`src/rtl/uart_tx_fifo.sv`:
```
// UART transmitter fed by a small synchronous FIFO.
// Frames are sent back-to-back while the FIFO holds data; the line idles high otherwise.
module uart_tx_fifo #(
  parameter int CLK_HZ     = 25000000,
  parameter int BAUD       = 115200,
  parameter int DATA_BITS  = 8,
  parameter int PARITY     = 0,
  parameter int STOP_BITS  = 1,
  parameter int FIFO_DEPTH = 16
) (
  input  logic                          clk,
  input  logic                          rst,
  input  logic [7:0]                    tx_data,
  input  logic                          tx_valid,
  output logic                          tx_ready,
  output logic                          uart_tx,
  output logic                          busy,
  output logic                          tx_done,
  output logic [$clog2(FIFO_DEPTH):0]   fifo_count
);

  localparam int DIV   = (CLK_HZ + BAUD / 2) / BAUD;
  localparam int CNT_W = (DIV > 1) ? $clog2(DIV) : 1;
  localparam int PTR_W = $clog2(FIFO_DEPTH);
  localparam int FCW   = PTR_W + 1;

  typedef enum logic [2:0] {
    ST_IDLE,
    ST_START,
    ST_DATA,
    ST_PARITY,
    ST_STOP
  } state_t;

  // ---------------- FIFO ----------------
  logic [DATA_BITS-1:0] mem [FIFO_DEPTH];
  logic [PTR_W-1:0]     wr_ptr, rd_ptr;
  logic                 push, pop, fifo_empty;
  logic [DATA_BITS-1:0] head;

  assign tx_ready   = (fifo_count != FCW'(FIFO_DEPTH));
  assign fifo_empty = (fifo_count == '0);
  assign push       = tx_valid && tx_ready;
  assign head       = mem[rd_ptr];

  // NOTE: the storage array has no reset; pointers and count alone decide which entries are valid.
  always_ff @(posedge clk) begin
    if (push) mem[wr_ptr] <= tx_data[DATA_BITS-1:0];
  end

  always_ff @(posedge clk or posedge rst) begin
    if (rst) begin
      wr_ptr     <= '0;
      rd_ptr     <= '0;
      fifo_count <= '0;
    end else begin
      if (push) wr_ptr <= wr_ptr + 1'b1;
      if (pop)  rd_ptr <= rd_ptr + 1'b1;
      case ({push, pop})
        2'b10:   fifo_count <= fifo_count + 1'b1;
        2'b01:   fifo_count <= fifo_count - 1'b1;
        default: fifo_count <= fifo_count;
      endcase
    end
  end

  // ---------------- transmitter FSM ----------------
  state_t               state, state_nxt;
  logic [CNT_W-1:0]     baud_cnt, cnt_nxt;
  logic [2:0]           bit_idx, bit_nxt;
  logic                 stop_idx, stop_nxt;
  logic [DATA_BITS-1:0] shreg, shreg_nxt;
  logic                 par_bit, par_nxt;
  logic                 tx_nxt, done_nxt, load, tick, head_par;

  assign tick     = (baud_cnt == CNT_W'(DIV - 1));
  assign head_par = (PARITY == 1) ? ~(^head) : (^head);
  assign busy     = (state != ST_IDLE);

  always_comb begin
    state_nxt = state;
    cnt_nxt   = tick ? '0 : baud_cnt + 1'b1;
    bit_nxt   = bit_idx;
    stop_nxt  = stop_idx;
    shreg_nxt = shreg;
    par_nxt   = par_bit;
    done_nxt  = 1'b0;
    load      = 1'b0;
    pop       = 1'b0;
    tx_nxt    = 1'b1;

    case (state)
      ST_IDLE: begin
        if (!fifo_empty) load = 1'b1;
      end
      ST_START: begin
        if (tick) begin
          state_nxt = ST_DATA;
          bit_nxt   = '0;
        end
      end
      ST_DATA: begin
        if (tick) begin
          if (bit_idx == 3'(DATA_BITS - 1)) begin
            state_nxt = (PARITY != 0) ? ST_PARITY : ST_STOP;
            stop_nxt  = 1'b0;
          end else begin
            bit_nxt   = bit_idx + 1'b1;
            shreg_nxt = shreg >> 1;
          end
        end
      end
      ST_PARITY: begin
        if (tick) begin
          state_nxt = ST_STOP;
          stop_nxt  = 1'b0;
        end
      end
      ST_STOP: begin
        if (tick) begin
          if (stop_idx == 1'(STOP_BITS - 1)) begin
            done_nxt = 1'b1;
            if (!fifo_empty) load = 1'b1;
            else             state_nxt = ST_IDLE;
          end else begin
            stop_nxt = 1'b1;
          end
        end
      end
      default: state_nxt = ST_IDLE;
    endcase

    if (load) begin
      pop       = 1'b1;
      shreg_nxt = head;
      par_nxt   = head_par;
      state_nxt = ST_START;
    end

    // Every symbol gets a full DIV cycles, so the counter restarts on any state entry.
    if (state_nxt != state || state == ST_IDLE) cnt_nxt = '0;

    // The line is registered, so it is driven from where the FSM is going next.
    case (state_nxt)
      ST_START:  tx_nxt = 1'b0;
      ST_DATA:   tx_nxt = shreg_nxt[0];
      ST_PARITY: tx_nxt = par_nxt;
      default:   tx_nxt = 1'b1;
    endcase
  end

  always_ff @(posedge clk or posedge rst) begin
    if (rst) begin
      state    <= ST_IDLE;
      baud_cnt <= '0;
      bit_idx  <= '0;
      stop_idx <= 1'b0;
      shreg    <= '0;
      par_bit  <= 1'b0;
      uart_tx  <= 1'b1;
      tx_done  <= 1'b0;
    end else begin
      state    <= state_nxt;
      baud_cnt <= cnt_nxt;
      bit_idx  <= bit_nxt;
      stop_idx <= stop_nxt;
      shreg    <= shreg_nxt;
      par_bit  <= par_nxt;
      uart_tx  <= tx_nxt;
      tx_done  <= done_nxt;
    end
  end

endmodule

```
`config.mk`:
```
export PLATFORM = sky130hd
export DESIGN_NAME = uart_tx_fifo
export DESIGN_NICKNAME = d
export VERILOG_FILES = /design/src/rtl/uart_tx_fifo.sv
export SDC_FILE = /design/constraint.sdc
export NUM_CORES = 1
export LEC_CHECK = 0
export ABC_CLOCK_PERIOD_IN_PS = 6300
export CAP_MARGIN = 20
export CORE_MARGIN = 10
export CORE_UTILIZATION = 25
export CTS_BUF_LIST = sky130_fd_sc_hd__clkbuf_4 sky130_fd_sc_hd__clkbuf_8 sky130_fd_sc_hd__clkbuf_16
export DETAILED_ROUTE_END_ITERATION = 10
export SYNTH_ARGS = -nofsm -noshare
export SYNTH_HDL_FRONTEND = slang
export SYNTH_SLANG_ARGS = --single-unit
export TNS_END_PERCENT = 50
```
`constraint.sdc`:
```
create_clock -name clk -period 6.3 [get_ports clk]
set_clock_uncertainty 0.15 [all_clocks]
set_input_delay 0.63 -clock clk [delete_from_list [all_inputs] [get_ports clk]]
set_output_delay 0.63 -clock clk [all_outputs]
set_load 0.01 [all_outputs]
```
Word level (Yosys, flattened, before mapping)
Memories as Yosys holds them, arrays and structs flattened.
Index checks and enable logic that the tools add are counted.
Widths: inputs -> output; s select.
- memories: 1
- word-level logic and storage cells: 91
- flip-flop bits (word level): 39
- bits in latches: 0
- input bits: 11
- memory bits (read-only): 0
- output and inout port bits: 9
- bits in writable memories: 128
- reductions and logical operators: 14
- bitwise operators: 0
- order comparisons: 0
- multiply operators: 0
- divide/modulo/power cells: 0
- multiplexer cells: 38
- eq/ne operators: 20
- shift-type cells: 0
- add/sub/neg operators: 6
- memory list (name ; words ; width ; read ports ; clocked after Yosys merged registers in ; write ports ; line ; RTL):
    mem ; 16 ; 8 ; 1 ; 0 ; 1 ; 36 ; logic [DATA_BITS-1:0] mem [FIFO_DEPTH];
- operators by type and width (operator ; number):
    $mux 8 ; 6
    $mux 3 ; 11
    $mux 1 ; 15
    $pmux 3 s5 ; 1
    $ne 2x2->1 const B ; 7
    $eq 3x2->1 const B ; 4
    $pmux 5 s2 ; 1
    $add 4x1->4 const B ; 2
    $add 8x1->8 const B ; 1
    $eq 8x8->1 const B ; 1
    $reduce_bool 2->1 ; 4
    $reduce_xor 8->1 ; 1
    $eq 3x1->1 const B ; 2
    $eq 3x3->1 const B ; 2
    $pmux 1 s3 ; 2
    $pmux 3 s2 ; 1
    $reduce_bool 3->1 ; 2
    $add 5x1->5 const B ; 1
    $logic_not 5->1 ; 1
    $ne 5x5->1 const B ; 1
    $reduce_and 5->1 ; 1
    $sub 5x1->5 const B ; 1
    $reduce_and 4->1 ; 1
    $add 3x1->3 const B ; 1
    8 further kinds ; 8

Depth between registers and ports, before layout
- depth in word-level cells: 9
- mapped depth: 16
- gate-level depth less buffers: 14

Least setup slack after synthesis
OpenSTA, ideal clock, no wires.
- kind: flip-flop to flip-flop
- from: register baud_cnt[0]
- to: register fifo_count[4]
- path slack: 3.245 ns
- required time: 6.023 ns
- path buffers: 2
- arrival: 2.778 ns
- period minus slack after synthesis: 3.055 ns
- stages on the path, launching flop included: 17
- library setup time: 0.127 ns
- path through: dfrtp_1 -> inv_1 -> ha_1 -> nand2_1 -> or3_1 -> buf_2 -> a21oi_2 -> buf_4 -> ha_1 -> inv_1 -> fa_1 -> inv_1 -> a21o_1 -> a21oi_1 -> xnor2_1 -> nor2_1 -> xor2_1
- cells in the longest elaborated chain, start to end: 6
- elaborated cells on any way between the ends: 8
- classes of those cells: 3 x eq/ne; 4 x mux; 1 x reduce/logical
- ends and longest elaborated chain (element ; line ; RTL):
    start: declaration ; 69 ; logic [CNT_W-1:0] baud_cnt, cnt_nxt;
    start signal: assignment ; 164 ; baud_cnt <= cnt_nxt;
    $eq 8x8->1 (*) ; 76 ; assign tick = (baud_cnt == CNT_W'(DIV - 1));
    $mux 1 (*) ; 120 ; if (tick) begin
    $pmux 1 s2 (*) ; 92 ; case (state)
    $mux 1 (*) ; 133 ; if (load) begin
    $eq 2x1->1 or $eq 2x2->1 (tied branches) ; 59 ; case ({push, pop})
    $pmux 5 s2 or $reduce_bool 2->1 (tied branches) ; - ;
    end signal: assignment ; 60 ; 2'b10: fifo_count <= fifo_count + 1'b1;
    end signal: assignment ; 61 ; 2'b01: fifo_count <= fifo_count - 1'b1;
    end signal: assignment ; 62 ; default: fifo_count <= fifo_count;
    end: declaration ; 19 ; output logic [$clog2(FIFO_DEPTH):0] fifo_count
Mark *: on every way between the ends. The rest lies on a longest branch, timed or not.
A chain may end at the register's enable or synchronous reset.

Final worst setup path
Same ends and word-level chain as after synthesis.

==> key figures <==
STA
  • Period utilisation layout: 59.98%
  • Final setup violation count: 0
  • Minimum clock period after layout: 3.779 ns
  • Maximum clock frequency: 0.2646 GHz
  • Number of max-slew violations in the final report: 0
  • Number of hold violations in the final report: 0
  • Slew headroom: 35.49%
  • Setup total negative slack: 0 ns
  • Worst hold slack: 0.3518 ns
  • Worst Max-Slew Pin Slew: 0.9676 ns
  • Setup repair after global routing missed its margin: false

Clock network
  • Clock tree from TritonCTS: done
  • Sink count of the clock tree: 166
  • Clk Tree Root Cell: clkbuf_16
  • Hold bufs inserted after CTS: 0
  • Clock network latency to the later pin of the worst-skew pair: 0.42 ns
  • CTS H-tree lvls: 4
  • Post-cts resize count: 0
  • TritonCTS buffer count: 17
  • Post CTS Setup Buffer Count: 0
  • Clock input transition at the sequential cells of the worst setup and hold paths: 0.07 ns
  • Clock tree buffer depth: 2

Worst setup path
  • Reg2Reg Setup Slack: 2.52 ns
  • Worst setup path class: flip-flop to flip-flop
  • Launching point of the worst reg2reg path: baud_cnt[0]$_DFF_PP0_
  • Worst Path Max Fanout: 24
  • Worst setup SP type: flip-flop
  • R2R Path End: fifo_count[4]$_DFFE_PP0P_
  • Number of buffer and inverter stages on the critical path: 3
  • Endpoint type of the worst setup path: flip-flop
  • Most Frequent Cell on Critical Path: inv_1
  • Kind of cell adding the most delay to the critical path: compound AO/OA/AOI/OAI gates
  • Cell type of the slowest stage on the worst timing path: a21oi_2
  • CP cell instances: inv_1 -> ha_1 -> nand2_1 -> or3_1 -> a21oi_2 -> ha_1 -> inv_1 -> fa_1 -> inv_1 -> a21o_1 -> a21oi_1 -> xnor2_1 -> nor2_1 -> xor2_1
  • Worst path max stage delay: 0.78 ns
  • Required time worst endpoint: 6.45 ns
  • Crit path arrival time: 3.93 ns
  • Worst-case reg-to-reg path depth: 14

Floorplan
  • Total core area: 27710 sq um
  • Die Wd: 187.2 um
  • Starting density of the core: 25.23%
  • Placement Rows: 61
  • Number of top-level design ports: 20
  • Height of the die: 187.2 um
  • Full die area: 35050 sq um

Yosys
  • Cell type with the largest total area after synthesis: edfxtp_1
  • Number of distinct library cells after synthesis: 44
  • Total of warnings raised by yosys: 0
  • Portion of the post-synthesis area used by sequential elements: 68.61%
  • Synthesized net count: 450
  • Flip-flop and latch count after synthesis: 166
  • Share of Yosys cell area claimed by the top area cell type: 54.98%
  • Per-instance average area after synthesis: 16.45 sq um
  • Netlist Area Pre-Place: 6990 sq um
  • Top cells by area, synth: edfxtp_1 55%, dfrtp_1 13%, mux4_2 7.1%
  • Number of standard cells after synthesis: 425

Placed design
  • Count of input and output buffers: 19
  • Placer Congestion: 0.7451
  • Post-detailed-placement half-perimeter wirelength: 8884 um
  • Placed Area: 7553 sq um

Job
  • Max_cap viols: 0

Power
  • Pwr/cell area: 439.3 nW/um^2
  • Peak VDD IR: 0.1835 mV
  • Leakage component of the power: 2.798 nW

Drt
  • Detailed-router iteration count before antenna repair: 5
  • Via count: 3628
  • Routed WL per cell: 16.58 um
  • WL met3: 514 um
  • 1st-iter DRT viols: 293
  • Total wirelength of the detailed-routed design: 13910 um
  • Top sig layer: met4
  • Met2 Wirelength: 7023 um
  • Residual DRC: 0
  • Number of vias per cell after detailed routing: 4.324
  • Post-DRT Antenna Nets: 0
  • Wire length the detailed router placed on met1: 6236 um

Global route
  • Congestion Overflow GR: 0
  • Maximum number of pins on one net before global-route repair: 39
  • Number of antenna violations at the first check in global routing: 0
  • Via count of the first global-routing pass: 3784
  • Total track usage: 8.030%
  • Global-route wire length before repair: 21750 um

Hold path
  • Path type of the worst min-delay path: flip-flop to flip-flop
  • Endpoint of the worst hold-timing path: bit_idx[2]$_DFFE_PP0P_
  • Hold path depth: 2
  • Hold path startpoint: bit_idx[2]$_DFFE_PP0P_

Finish
  • Fraction of final layout cells sized beyond drive strength 1: 13.88%
  • Fin nets: 474
  • Post-route design area: 8134 sq um
  • End-of-flow core utilization: 29.36%
  • Relative area change from synthesis to final layout: 16.36%
  • Antenna cells: 0

Status
  • Run status: finished clean
## worst max-delay path by stage
| stage | start | to | slack, ns | cells past startpoint |
|---|---|---|---|---|
| detailed placement | baud_cnt[0]$_DFF_PP0_ | fifo_count[4]$_DFFE_PP0P_ | 2.54 | 14 |
| global route | baud_cnt[0]$_DFF_PP0_ | fifo_count[4]$_DFFE_PP0P_ | 2.20 | 14 |
| CTS | baud_cnt[0]$_DFF_PP0_ | fifo_count[4]$_DFFE_PP0P_ | 2.53 | 14 |
| finish | baud_cnt[0]$_DFF_PP0_ | fifo_count[4]$_DFFE_PP0P_ | 2.52 | 14 |
| floorplan | baud_cnt[0]$_DFF_PP0_ | fifo_count[4]$_DFFE_PP0P_ | 3.24 | 16 |
| global placement | baud_cnt[0]$_DFF_PP0_ | fifo_count[4]$_DFFE_PP0P_ | 2.73 | 14 |
## per-layer routing
metal	GRT usage, %	up-vias
met1	9.943	1883
met4	2.916	0
li1	-	1667
met3	1.846	8
met2	13.40	70
met5	0	-
## report_power, final
group / leakage, nW / internal (mW) / switching, mW
Combinational: 0.888 / 0.499 / 0.536
Sequential: 1.63 / 1.36 / 0.158
Clock: 0.281 / 0.592 / 0.429
Total: 2.80 / 2.45 / 1.12
## synthesized netlist by cell type (all sizes together)
library cell and number:
a21o 4, a21oi 6, a22o 1, a22oi 16
and2 2, and2b 1, and3 3, buf 12
clkbuf 5, clkdlybuf4s25 3, dfrtp 37, dfstp 1
edfxtp 128, fa 1, ha 13, inv 12
mux2 1, mux2i 7, mux4 32, nand2 39
nand2b 5, nand3 5, nand4 3, nand4b 1
nor2 30, nor2b 2, nor3 7, nor4 1
o211ai 1, o21ai 18, o32ai 1, or3 2
or4 1, xnor2 15, xor2 9
## stage by stage
stage	setup slack (ns)	power (mW)	std cells
CTS	2.527	3.615	839
finish	2.521	3.573	839
global placement	2.729	2.556	808
floorplan	3.245	2.314	425
detailed placement	2.543	2.588	808
global route	2.198	3.775	839
## worst min-delay path, cell delays in order, from the launching register on
cell     delay [ns]
dfrtp_1        0.36
nand2_1        0.05
o21ai_0        0.06
## cells by family after synthesis
logic type      share of synthesized area, %
simple gates                           6.676
xor+xnor                               3.007
compound gates                         4.332
flops                                  68.61
mux                                    12.01
fa+ha+maj                              2.613
buf+inv                                2.756
## cells in the final DEF, fill, tap and decap left out, drive strengths merged, types with 2 or more instances in the layout
cell type      count
mux2i              7
buf                6
nand4              3
a21oi              6
o21ai             18
nor2b              2
clkdlybuf4s50     19
edfxtp           128
and3               3
nand2             39
nand2b             5
clkinvlp           2
dfrtp             37
mux4              32
clkbuf            18
inv               16
nor2              30
bufinv             2
xnor2             15
ha                13
clkinv             5
xor2               9
a21o               4
nor3               7
or3                2
and2               2
a22oi             16
nand3              5
## cell type report
cell class,instances,area (sq um)
inverter,12,45.04
timing repair buffer,25,235.2
sequential,166,4798
clock inverter,13,147.6
clock buffer,18,432.9
multi-input combinational,227,2002
tap,378,473.0
fill,2696,19570
## registers in the layout, summed over array words and instances, names as in the netlist
name,count
uart_tx,1
baud_cnt,8
rd_ptr,4
tx_done,1
mem,128
bit_idx,3
shreg,8
state,3
par_bit,1
wr_ptr,4
fifo_count,5
(Power assumes the default switching activity.)
